### src/rtl/mips_dmem_ctrl.sv
// Data-memory access controller: turns byte/half/word loads and stores from the
// datapath into word-aligned req/ack bus transfers with byte enables, stalling the core meanwhile.
module mips_dmem_ctrl #(
   parameter int ADDR_WIDTH     = 32,
   parameter int DATA_WIDTH     = 32,
   parameter int TIMEOUT_CYCLES = 255
) (
   input  logic                  clk,
   input  logic                  rst_n,
   input  logic                  mem_read,
   input  logic                  mem_write,
   input  logic [1:0]            mem_size,
   input  logic [ADDR_WIDTH-1:0] addr,
   input  logic [DATA_WIDTH-1:0] writedata,
   output logic [DATA_WIDTH-1:0] readdata,
   output logic                  stall,
   output logic                  misalign,
   output logic                  bus_err,
   output logic                  bus_req,
   output logic                  bus_we,
   output logic [ADDR_WIDTH-1:0] bus_addr,
   output logic [3:0]            bus_be,
   output logic [DATA_WIDTH-1:0] bus_wdata,
   input  logic                  bus_ack,
   input  logic [DATA_WIDTH-1:0] bus_rdata
);

   typedef enum logic [1:0] {IDLE = 2'd0, REQ = 2'd1, DONE = 2'd2} state_t;

   localparam logic [15:0] TO_LAST = 16'(TIMEOUT_CYCLES - 1);

   state_t                  state_q, state_d;
   logic [15:0]             cnt_q, cnt_d;
   logic                    bus_req_q, bus_req_d;
   logic                    bus_we_q, bus_we_d;
   logic [ADDR_WIDTH-1:0]   bus_addr_q, bus_addr_d;
   logic [3:0]              bus_be_q, bus_be_d;
   logic [DATA_WIDTH-1:0]   bus_wdata_q, bus_wdata_d;
   logic [DATA_WIDTH-1:0]   readdata_q, readdata_d;
   logic                    bus_err_q, bus_err_d;
   logic [1:0]              off_q, off_d;
   logic [1:0]              size_q, size_d;
   logic                    is_load_q, is_load_d;

   logic                    access, misaligned, accept;
   logic [3:0]              be_calc;
   logic [DATA_WIDTH-1:0]   wdata_calc;
   logic [DATA_WIDTH-1:0]   rdata_lane;

   // Bus handshake: bus_req rises one edge after acceptance and stays high with
   // we/addr/be/wdata frozen until a cycle in which bus_ack=1 is sampled; bus_rdata
   // is only meaningful in that ack cycle. Ack outside REQ is ignored.
   always_comb begin
      access     = mem_read | mem_write;
      misaligned = ((mem_size == 2'b01) && addr[0]) ||
                   (mem_size[1] && (addr[1:0] != 2'b00));
      accept     = access && !misaligned;

      case (mem_size)
         2'b00:   be_calc = 4'b0001 << addr[1:0];
         2'b01:   be_calc = addr[1] ? 4'b1100 : 4'b0011;
         default: be_calc = 4'b1111;
      endcase

      case (mem_size)
         2'b00:   wdata_calc = {4{writedata[7:0]}};
         2'b01:   wdata_calc = {2{writedata[15:0]}};
         default: wdata_calc = writedata;
      endcase

      case (size_q)
         2'b00:   rdata_lane = {{(DATA_WIDTH-8){1'b0}}, bus_rdata[{off_q, 3'b000} +: 8]};
         2'b01:   rdata_lane = {{(DATA_WIDTH-16){1'b0}}, bus_rdata[{off_q[1], 4'b0000} +: 16]};
         default: rdata_lane = bus_rdata;
      endcase

      state_d     = state_q;
      cnt_d       = cnt_q;
      bus_req_d   = bus_req_q;
      bus_we_d    = bus_we_q;
      bus_addr_d  = bus_addr_q;
      bus_be_d    = bus_be_q;
      bus_wdata_d = bus_wdata_q;
      readdata_d  = readdata_q;
      bus_err_d   = 1'b0;
      off_d       = off_q;
      size_d      = size_q;
      is_load_d   = is_load_q;

      case (state_q)
         IDLE: begin
            if (accept) begin
               state_d     = REQ;
               cnt_d       = 16'd0;
               bus_req_d   = 1'b1;
               bus_we_d    = mem_write;
               bus_addr_d  = {addr[ADDR_WIDTH-1:2], 2'b00};
               bus_be_d    = be_calc;
               bus_wdata_d = wdata_calc;
               off_d       = addr[1:0];
               size_d      = mem_size;
               is_load_d   = !mem_write;
            end
         end
         REQ: begin
            cnt_d = cnt_q + 16'd1;
            // An ack in the expiry cycle still wins over the timeout.
            if (bus_ack) begin
               state_d   = DONE;
               bus_req_d = 1'b0;
               if (is_load_q) readdata_d = rdata_lane;
            end else if (cnt_q == TO_LAST) begin
               state_d   = DONE;
               bus_req_d = 1'b0;
               bus_err_d = 1'b1;
               if (is_load_q) readdata_d = '0;
            end
         end
         DONE: begin
            state_d = IDLE;
            cnt_d   = 16'd0;
         end
         default: state_d = IDLE;
      endcase

      stall    = ((state_q == IDLE) && accept) || (state_q == REQ);
      misalign = (state_q == IDLE) && access && misaligned;
   end

   always_ff @(posedge clk or negedge rst_n) begin
      if (!rst_n) begin
         state_q     <= IDLE;
         cnt_q       <= 16'd0;
         bus_req_q   <= 1'b0;
         bus_we_q    <= 1'b0;
         bus_addr_q  <= '0;
         bus_be_q    <= 4'b0000;
         bus_wdata_q <= '0;
         readdata_q  <= '0;
         bus_err_q   <= 1'b0;
         off_q       <= 2'b00;
         size_q      <= 2'b00;
         is_load_q   <= 1'b0;
      end else begin
         state_q     <= state_d;
         cnt_q       <= cnt_d;
         bus_req_q   <= bus_req_d;
         bus_we_q    <= bus_we_d;
         bus_addr_q  <= bus_addr_d;
         bus_be_q    <= bus_be_d;
         bus_wdata_q <= bus_wdata_d;
         readdata_q  <= readdata_d;
         bus_err_q   <= bus_err_d;
         off_q       <= off_d;
         size_q      <= size_d;
         is_load_q   <= is_load_d;
      end
   end

   assign bus_req   = bus_req_q;
   assign bus_we    = bus_we_q;
   assign bus_addr  = bus_addr_q;
   assign bus_be    = bus_be_q;
   assign bus_wdata = bus_wdata_q;
   assign readdata  = readdata_q;
   assign bus_err   = bus_err_q;

endmodule

### config.mk
export PLATFORM = sky130hd
export DESIGN_NAME = mips_dmem_ctrl
export DESIGN_NICKNAME = d
export VERILOG_FILES = /design/src/rtl/mips_dmem_ctrl.sv
export SDC_FILE = /design/constraint.sdc
export NUM_CORES = 1
export LEC_CHECK = 0
export BUFFER_PORTS_ARGS = -buffer_cell sky130_fd_sc_hd__buf_4
export CAP_MARGIN = 20
export CORE_ASPECT_RATIO = 1.1
export CORE_MARGIN = 2
export CORE_UTILIZATION = 45
export DETAILED_ROUTE_END_ITERATION = 12
export GPL_ROUTABILITY_DRIVEN = 0
export PLACE_DENSITY = 0.8
export SETUP_SLACK_MARGIN = 0.4
export SKIP_CTS_REPAIR_TIMING = 1
export SYNTH_ARGS = -nofsm -noshare
export SYNTH_HDL_FRONTEND = slang
export SYNTH_SLANG_ARGS = --single-unit
### constraint.sdc
create_clock -name clk -period 1.7 [get_ports clk]
set_input_delay 0.255 -clock clk [delete_from_list [all_inputs] [get_ports clk]]
set_output_delay 0.255 -clock clk [all_outputs]
set_load 0.005 [all_outputs]
### After elaboration in Yosys (flattened, before gate mapping)

Index checks and enable logic that the tools add are counted.

* eq/ne operators: 7
* $mul: 0
* muxes and demuxes: 21
* reduce and logical (&&, ||, !) cells: 22
* shift operators: 3
* order comparisons: 0
* div/mod/pow operators: 0
* add/subtract/negate cells: 1
* bitwise operators: 1

Operators by type and width (count)
* two-way mux 32 bit: 4
* one-hot mux 32 bit (2 select lines): 2
* one-hot mux 16 bit (3 select lines): 1
* indexed part select 32 x 6 -> 16 bit: 1
* indexed part select 32 x 6 -> 8 bit: 1
* adder 16 x 1 -> 16 bit, second input constant: 1
* == test 16 x 8 -> 1 bit, second input constant: 1
* two-way mux 16 bit: 1
* one-hot mux 4 bit (2 select lines): 1
* == test 2 x 1 -> 1 bit, second input constant: 3
* logical AND 1 bit: 6
* logical NOT 2 bit: 3
* two-way mux 1 bit: 6
* two-way mux 2 bit: 3
* AND reduction 2 bit: 3
* AND reduction 3 bit: 2
* nonzero test 2 bit: 3
* two-way mux 4 bit: 1
* one-hot mux 2 bit (2 select lines): 1
* left shift 1 x 2 -> 4 bit, first input constant: 1
* != test 3 bit, second input constant: 1
* nonzero test 3 bit: 1
* == test 2 bit, second input constant: 1
* logical NOT 1 bit: 2
* other kinds (4): 5

* bits in writable memories: 0
* output and inout bits: 105
* memories: 0
* ROM bits: 0
* register bits after elaboration: 124
* input port bits: 103
* latch bits: 0

### Depth between registers and ports, before layout

Gate-level depths: netlist of run 1.

* depth in word-level cells: 7
* gate-level depth with buffers: 8
* depth with buffers taken out: 6

### Worst setup path after synthesis of run 1

No wires, ideal clock.

* kind: register -> register
* from: register cnt_q[0]
* to: register readdata_q[11] (netlist: readdata[11])
* stages on the path, launching flop included: 8
* data required time: 1574 ps
* slack: -66 ps
* data arrival time: 1640 ps
* path buffers: 1
* clock period less this slack: 1766 ps
* cell sequence: dfrtp_1 inv_1 ha_1 nor4b_1 a41o_1 nand2_1 buf_2 a221o_1

* word-level cells in the longest chain between the ends: 3

RTL lines
* start: declaration: line 33 `logic [15:0] cnt_q, cnt_d;`
* start signal: assignment: line 146 `cnt_q <= cnt_d;`
* == test 16 x 8 -> 1 bit: line 112 `end else if (cnt_q == TO_LAST) begin`
* nonzero test 2 bit (no line)
* AND reduction 3 bit (no line)
* end signal: assignment: line 152 `readdata_q <= readdata_d;`
* end: declaration: line 39 `logic [DATA_WIDTH-1:0] readdata_q, readdata_d;`

No other way between the ends.
A chain may end at the register's enable or synchronous reset.

### Worst setup path after layout of run 1

* from: register state_q[1]
* to: output port misalign

* word-level cells in the longest chain between the ends: 3

RTL lines
* start: declaration: line 32 `state_t state_q, state_d;`
* start signal: assignment: line 145 `state_q <= state_d;`
* logical NOT 2 bit: line 127 `misalign = (state_q == IDLE) && access && misaligned;`
* logical AND 1 bit (2 in series): line 127
* end: declaration: line 17 `output logic misalign,`

No other way between the ends.

==> results of run 1 <==
-- Yosys cell counts (3+ instances only) --
| master | number |
|---|---|
| and3b_1 | 3 |
| mux2_2 | 37 |
| or2_2 | 6 |
| inv_1 | 5 |
| o311ai_0 | 3 |
| a211oi_1 | 6 |
| nand4_1 | 4 |
| a21o_1 | 9 |
| and2_1 | 5 |
| o31ai_1 | 3 |
| a22o_1 | 17 |
| nor2b_1 | 10 |
| dfrtp_1 | 124 |
| nor3_1 | 12 |
| o22ai_1 | 6 |
| nand2_1 | 37 |
| buf_6 | 4 |
| mux2i_1 | 25 |
| nor4_1 | 8 |
| nor2_1 | 18 |
| a211o_1 | 3 |
| o21ai_0 | 40 |
| clkbuf_1 | 20 |
| a21oi_1 | 19 |
| buf_2 | 9 |
| nand3_1 | 12 |
| mux2_4 | 7 |
| a221o_1 | 9 |
| nand2b_1 | 3 |
| o211ai_1 | 4 |
-- power groups by stage --
stage	Clock [mW]	Combinational [mW]	Sequential, mW
global placement	0	4.47	4.77
detailed placement	0	4.59	4.82
CTS	3.84	4.63	4.80
floorplan	0	1.97	4.81
global route	3.97	5.86	5.04
finish	3.81	5.50	4.92
-- layout make-up --
| class | count | area, µm² |
|---|---|---|
| Multi-Input combinational cell | 335 | 2766 |
| Tap cell | 157 | 196.4 |
| Clock inverter | 12 | 160.2 |
| Inverter | 5 | 18.77 |
| Timing Repair Buffer | 274 | 2374 |
| Fill cell | 820 | 3397 |
| Sequential cell | 124 | 3103 |
| Clock buffer | 20 | 466.7 |
-- path summary, 6_finish.rpt --
kind	end	slack (ps)	cells past startpoint
min in group asynchronous	bus_addr[10]	380	3
hold / removal	bus_err	40	2
hold reg to reg	is_load_q	490	2
max in group asynchronous	cnt_q[15]	970	3
setup reg to reg	bus_addr[5]	-110	6
setup / recovery	misalign	-230	5
-- routing by layer --
layer / part of all wire, % / global-route usage [%] / up-vias
li1: - / - / 2353
met1: 38 / 28.98 / 2628
met2: 51 / 37.84 / 279
met3: 7.3 / 7.761 / 54
met4: 3.5 / 9.799 / 0
met5: 0 / 0 / -
-- critical path, cell delays in order, from the launching register on --
cell,delay [ps]
dfrtp_1,400
or2_4,270
buf_6,130
or2_4,260
nor2_2,80
buf_4,120
-- metrics by stage --
stage / setup TNS, ps / instances / hold WS, ps
after floorplan: -51.50 / 500 / -40.59
after global placement: 0 / 863 / 286.3
after detailed placement: -479.3 / 863 / 288.8
after CTS: -1347 / 895 / -157.1
after global routing: -4039 / 927 / 40.09
final: -2153 / 927 / 39.52
-- state kept, by name, summed over array words and instances (netlist names) --
signal / cells
off_q: 2
bus_be: 4
readdata: 32
state_q: 2
is_load_q: 1
bus_req: 1
bus_err: 1
cnt_q: 16
size_q: 2
bus_addr: 30
bus_we: 1
bus_wdata: 32
-- kinds of logic after synthesis --
| logic type | count (synthesis) | synth area share, % |
|---|---|---|
| buffers and inverters | 41 | 3.551 |
| other | 1 | 0.06570 |
| multiplexers | 71 | 14.31 |
| flip-flops | 124 | 54.36 |
| adder cells (fa/ha/maj) | 2 | 0.4383 |
| AND/OR/NAND/NOR | 131 | 11.88 |
| AO/OA/AOI/OAI | 126 | 14.93 |
| XOR/XNOR | 3 | 0.4604 |
==> flow_summary_export.csv, run 1 <==
group,metric,value,unit
power_and_ir_drop,leakage,4.438,nW
power_and_ir_drop,vdd_drop_max,0.9880,mV
setup_path,reg2reg_from,"state_q[1]",
logic_synthesis,syn_inst,499,
sta,hold_violations,0,
sta,setup_viol,36,
logic_synthesis,async_flop_share,100.0,%
power_and_ir_drop,intPower,9.757,mW
sta,finClkSkew,16.34,ps
power_and_ir_drop,combPwrFrac,38.6,%
global_routing,globalRouteTotalUtil,23.36,%
logic_synthesis,synth_top_area_share,54.36,%
die,start_util,45.73,%
setup_path,cp-end-kind,"output pin",
die,coreArea,12480,µm²
power_and_ir_drop,p_sw_share,31.46,%
power_and_ir_drop,seqPwrFrac,34.6,%
power_and_ir_drop,finalPower,14.23,mW
sta,drv_slew,0,
cells_and_area,nets,862,
die,fp.dieW,111.4,µm
die,chipHeight,122.1,µm
placed_design,place_hpwl,11.53,mm
logic_synthesis,ys_ff_latch,124,
global_routing,grt_first_pass_wirelength,25.43,mm
logic_synthesis,synth_area_leaders,"dfrtp_1 54%, mux2_2 7.3%, mux2i_1 4.4%, o21ai_0 3.5%, a22o_1 2.6%",
global_routing,antenna_found_initial,0,
routing,vias,5314,
routing,drcViolationCount,0,
power_and_ir_drop,p_per_area,1567,nW/µm²
setup_path,arrival,1680,ps
sta,fin_ws,-232.4,ps
logic_synthesis,ys.warnings.count,0,
placed_design,place_area,7676,µm²
routing,wl_per_cell,20.52,µm
sta,worst_pin_slew,702.0,ps
sta,fmax,517.5,MHz
power_and_ir_drop,p_sw,4.478,mW
die,pin_count,208,
routing,drt_iter0_drc,364,
die,die_area,13600,µm²
clock_network,htreeDepth,4,
clock_network,ctsRootBufferMaster,"clkbuf_16",
sta,rsz0062_at_grt,"true",
logic_synthesis,synth_area,5708,µm²
cells_and_area,final_cell_mix,"241 x buf_4, 124 x dfrtp_1, 33 x mux2_2, 25 x mux2i_1, 24 x clkbuf_16",
clock_network,cts_sinks,124,
clock_network,numCtsBuffers,17,
logic_synthesis,yosysTopAreaCell,"dfrtp_1",
global_routing,grt_max_degree,71,
die,fp-row-count,43,
setup_path,cp-startpoint,"state_q[1]",
setup_path,critPathRequiredTime,1440,ps
sta,period_minus_slack,1932,ps
cells_and_area,stdcell_area,9085,µm²
setup_path,start_kind,"flip-flop",
logic_synthesis,synth-main-ff-cell,"dfrtp_1",
routing,viasPerCell,5.732,
hold_path,worstHoldStart,"bus_ack",
flow_run,maxCapViolCount,0,
sta,finalCritPeriodShare,113.7,%
cells_and_area,mostFrequentLayoutCell,"buf_4",
outcome,violations,"negative setup slack",
clock_network,clk_latency,420,ps
logic_synthesis,synth_cell_type_count,53,
routing,ant_nets,0,
logic_synthesis,synth_edf_count,0,
logic_synthesis,syn_avg_cell_area,11.44,µm²
cells_and_area,fin_util,72.78,%
cells_and_area,area_growth,59.16,%
routing,first_pass_iters,6,
setup_path,path_class,"reg2out",
outcome,status,"complete, but fails checks",
global_routing,grt_pass1_vias,5093,
placed_design,portBuffers,205,
clock_network,clockBufferDepth,2,
clock_network,cts_tree,"done",
setup_path,crit_fanout,4,
clock_network,clk_pin_slew,60,ps
cells_and_area,diodes,0,
sta,slew_headroom,52.70,%
hold_path,min_path_type,"in2reg",
cells_and_area,drive_gt1_share,55.71,%
power_and_ir_drop,clockPowerShare,26.8,%
global_routing,gr-total-overflow,0,
routing,wl,19.03,mm
logic_synthesis,yosysSeqAreaShare,54.36,%
placed_design,pre_cts_slack,-65.44,ps
No activity file was read; power rests on OpenSTA's default activity.
==> inputs of run 2 (changes only) <==
--- a/config.mk
+++ b/config.mk
@@ -8,7 +8,6 @@
 export BUFFER_PORTS_ARGS = -buffer_cell sky130_fd_sc_hd__buf_4
 export CAP_MARGIN = 20
 export CORE_ASPECT_RATIO = 1.1
-export CORE_MARGIN = 2
 export CORE_UTILIZATION = 45
 export DETAILED_ROUTE_END_ITERATION = 12
 export GPL_ROUTABILITY_DRIVEN = 0
==> run 2 against run 1 <==
Effect of this change: the flow still finishes with violations (negative setup slack); wire length up 10%; critical path depth unchanged; setup slack worse by 27 ps; final area up 4.3%; total power up 3.5%; cell count up 1.1%; fmax down 1.4%; hold slack better by 32 ps; sequential cell count unchanged; sequential share of layout area down 1.4 points; clock-buffer cell count down 2; largest cell class unchanged.
==> flow_summary_export.csv, run 2 (synthesis results as in run 1) <==
group,metric,value,unit
outcome,status,"complete, but fails checks",
outcome,violations,"negative setup slack",
setup_path,critPathRequiredTime,1440,ps
routing,ant_nets,0,
clock_network,clk_pin_slew,60,ps
setup_path,cp-startpoint,"state_q[1]",
clock_network,ctsRootBufferMaster,"clkbuf_16",
setup_path,cp-end-kind,"output pin",
setup_path,ff2ff_path_depth,6,
sta,setup_viol,100,
setup_path,path_class,"reg2out",
sta,hold_violations,0,
power_and_ir_drop,p_sw,4.768,mW
hold_path,min_path_type,"in2reg",
routing,vias,5564,
routing,drt_iter0_drc,372,
global_routing,grt_max_degree,58,
die,start_util,46.82,%
sta,rsz0062_at_grt,"true",
global_routing,antenna_found_initial,0,
placed_design,place_hpwl,11.86,mm
sta,fmax,510.2,MHz
sta,finalCritPeriodShare,115.3,%
setup_path,reg2reg_from,"state_q[1]",
clock_network,clk_latency,410,ps
global_routing,grt_pass1_vias,4992,
power_and_ir_drop,clockPowerShare,26.2,%
clock_network,cts_tree,"done",
cells_and_area,mostFrequentLayoutCell,"buf_4",
cells_and_area,fin_util,77.74,%
setup_path,endpoint,"misalign",
setup_path,start_kind,"flip-flop",
clock_network,clockBufferDepth,2,
die,die_area,13140,µm²
power_and_ir_drop,p_sw_share,32.36,%
sta,whs,71.95,ps
power_and_ir_drop,p_per_area,1555,nW/µm²
power_and_ir_drop,combPwrFrac,40.4,%
routing,viasPerCell,5.938,
cells_and_area,final_cell_mix,"240 x buf_4, 124 x dfrtp_1, 36 x mux2_2, 27 x clkbuf_16, 25 x mux2i_1",
sta,finClkSkew,15.78,ps
power_and_ir_drop,finalPower,14.74,mW
power_and_ir_drop,intPower,9.969,mW
routing,first_pass_iters,6,
routing,drcViolationCount,0,
clock_network,numCtsBuffers,17,
die,coreArea,12190,µm²
die,chipHeight,120.1,µm
global_routing,globalRouteTotalUtil,25.08,%
die,pin_count,208,
routing,wl,21.02,mm
cells_and_area,nets,876,
cells_and_area,area_growth,66.05,%
die,fp.dieW,109.4,µm
placed_design,portBuffers,205,
placed_design,pre_cts_slack,-130.4,ps
power_and_ir_drop,vdd_drop_max,1.029,mV
global_routing,grt_first_pass_wirelength,25.14,mm
clock_network,htreeDepth,4,
setup_path,crit_fanout,5,
cells_and_area,diodes,0,
sta,fin_ws,-259.9,ps
clock_network,cts_sinks,124,
setup_path,r2r_end,"bus_wdata[6]",
die,fp-row-count,42,
global_routing,gr-total-overflow,0,
power_and_ir_drop,leakage,4.548,nW
sta,period_minus_slack,1960,ps
sta,drv_slew,0,
flow_run,maxCapViolCount,0,
power_and_ir_drop,seqPwrFrac,33.4,%
cells_and_area,drive_gt1_share,58.37,%
setup_path,arrival,1700,ps
setup_path,worst-r2r-setup-slack,-210,ps
routing,wl_per_cell,22.43,µm
[run 2: changes by cell type in the layout (fill, tap and decap cells not counted), sizes merged]
| cell | change |
|---|---|
| clkbuf | +1 |
| clkinv | -2 |
| buf | +10 |
| bufinv | +1 |
| a311o | +1 |
| clkinvlp | +2 |
[run 2: worst max-delay path, stage by stage (launching register included)]
cell	delay (ps)
dfrtp_1	420
or2_4	280
buf_6	120
or2_4	270
nor2_4	110
buf_6	110
[run 2: layout make-up]
| cell class | count | area (µm²) |
|---|---|---|
| clock buffer | 18 | 429.2 |
| clock inverter | 13 | 191.4 |
| fill | 691 | 2714 |
| inverter | 5 | 18.77 |
| multi-input combinational | 336 | 2964 |
| sequential | 124 | 3103 |
| tap | 154 | 192.7 |
| timing repair buffer | 287 | 2579 |
[run 2: metal layers]
layer / share of wire [%] / up-vias / track usage [%]
li1: - / 2382 / -
met1: 35 / 2786 / 29.02
met2: 53 / 338 / 43.71
met3: 8.7 / 58 / 8.637
met4: 2.6 / 0 / 6.667
met5: 0 / - / 0
[run 2: worst min path at each step]
| stage | startpoint | end | slack [ps] | cells past startpoint |
|---|---|---|---|---|
| 2_1_floorplan | rst_n | bus_addr[10] | -40 | 0 |
| 3_3_place_gp | rst_n | bus_wdata[4] | 180 | 1 |
| 3_5_place_dp | rst_n | bus_wdata[28] | 180 | 1 |
| 4_1_cts | rst_n | bus_wdata[3] | -260 | 1 |
| 5_1_grt | addr[7] | bus_addr[7] | 60 | 2 |
| 6_report | addr[4] | bus_addr[4] | 70 | 2 |
[run 2: per-stage QoR]
stage	instance area, µm²	setup TNS, ps	std cells
6_report	9478	-14650	937
5_1_grt	9478	-19350	937
4_1_cts	8308	-931.2	892
3_5_place_dp	7687	-242.8	861
3_3_place_gp	7687	-12.53	861
2_1_floorplan	5834	-51.50	500
[run 2: power by group through the flow]
stage / sequential, mW / clock, mW / combinational (mW)
detailed placement: 4.80 / 0 / 4.63
finish: 4.92 / 3.86 / 5.95
global route: 5.03 / 4.02 / 6.27
CTS: 4.79 / 3.85 / 4.67
global placement: 4.75 / 0 / 4.49
floorplan: 4.81 / 0 / 1.97
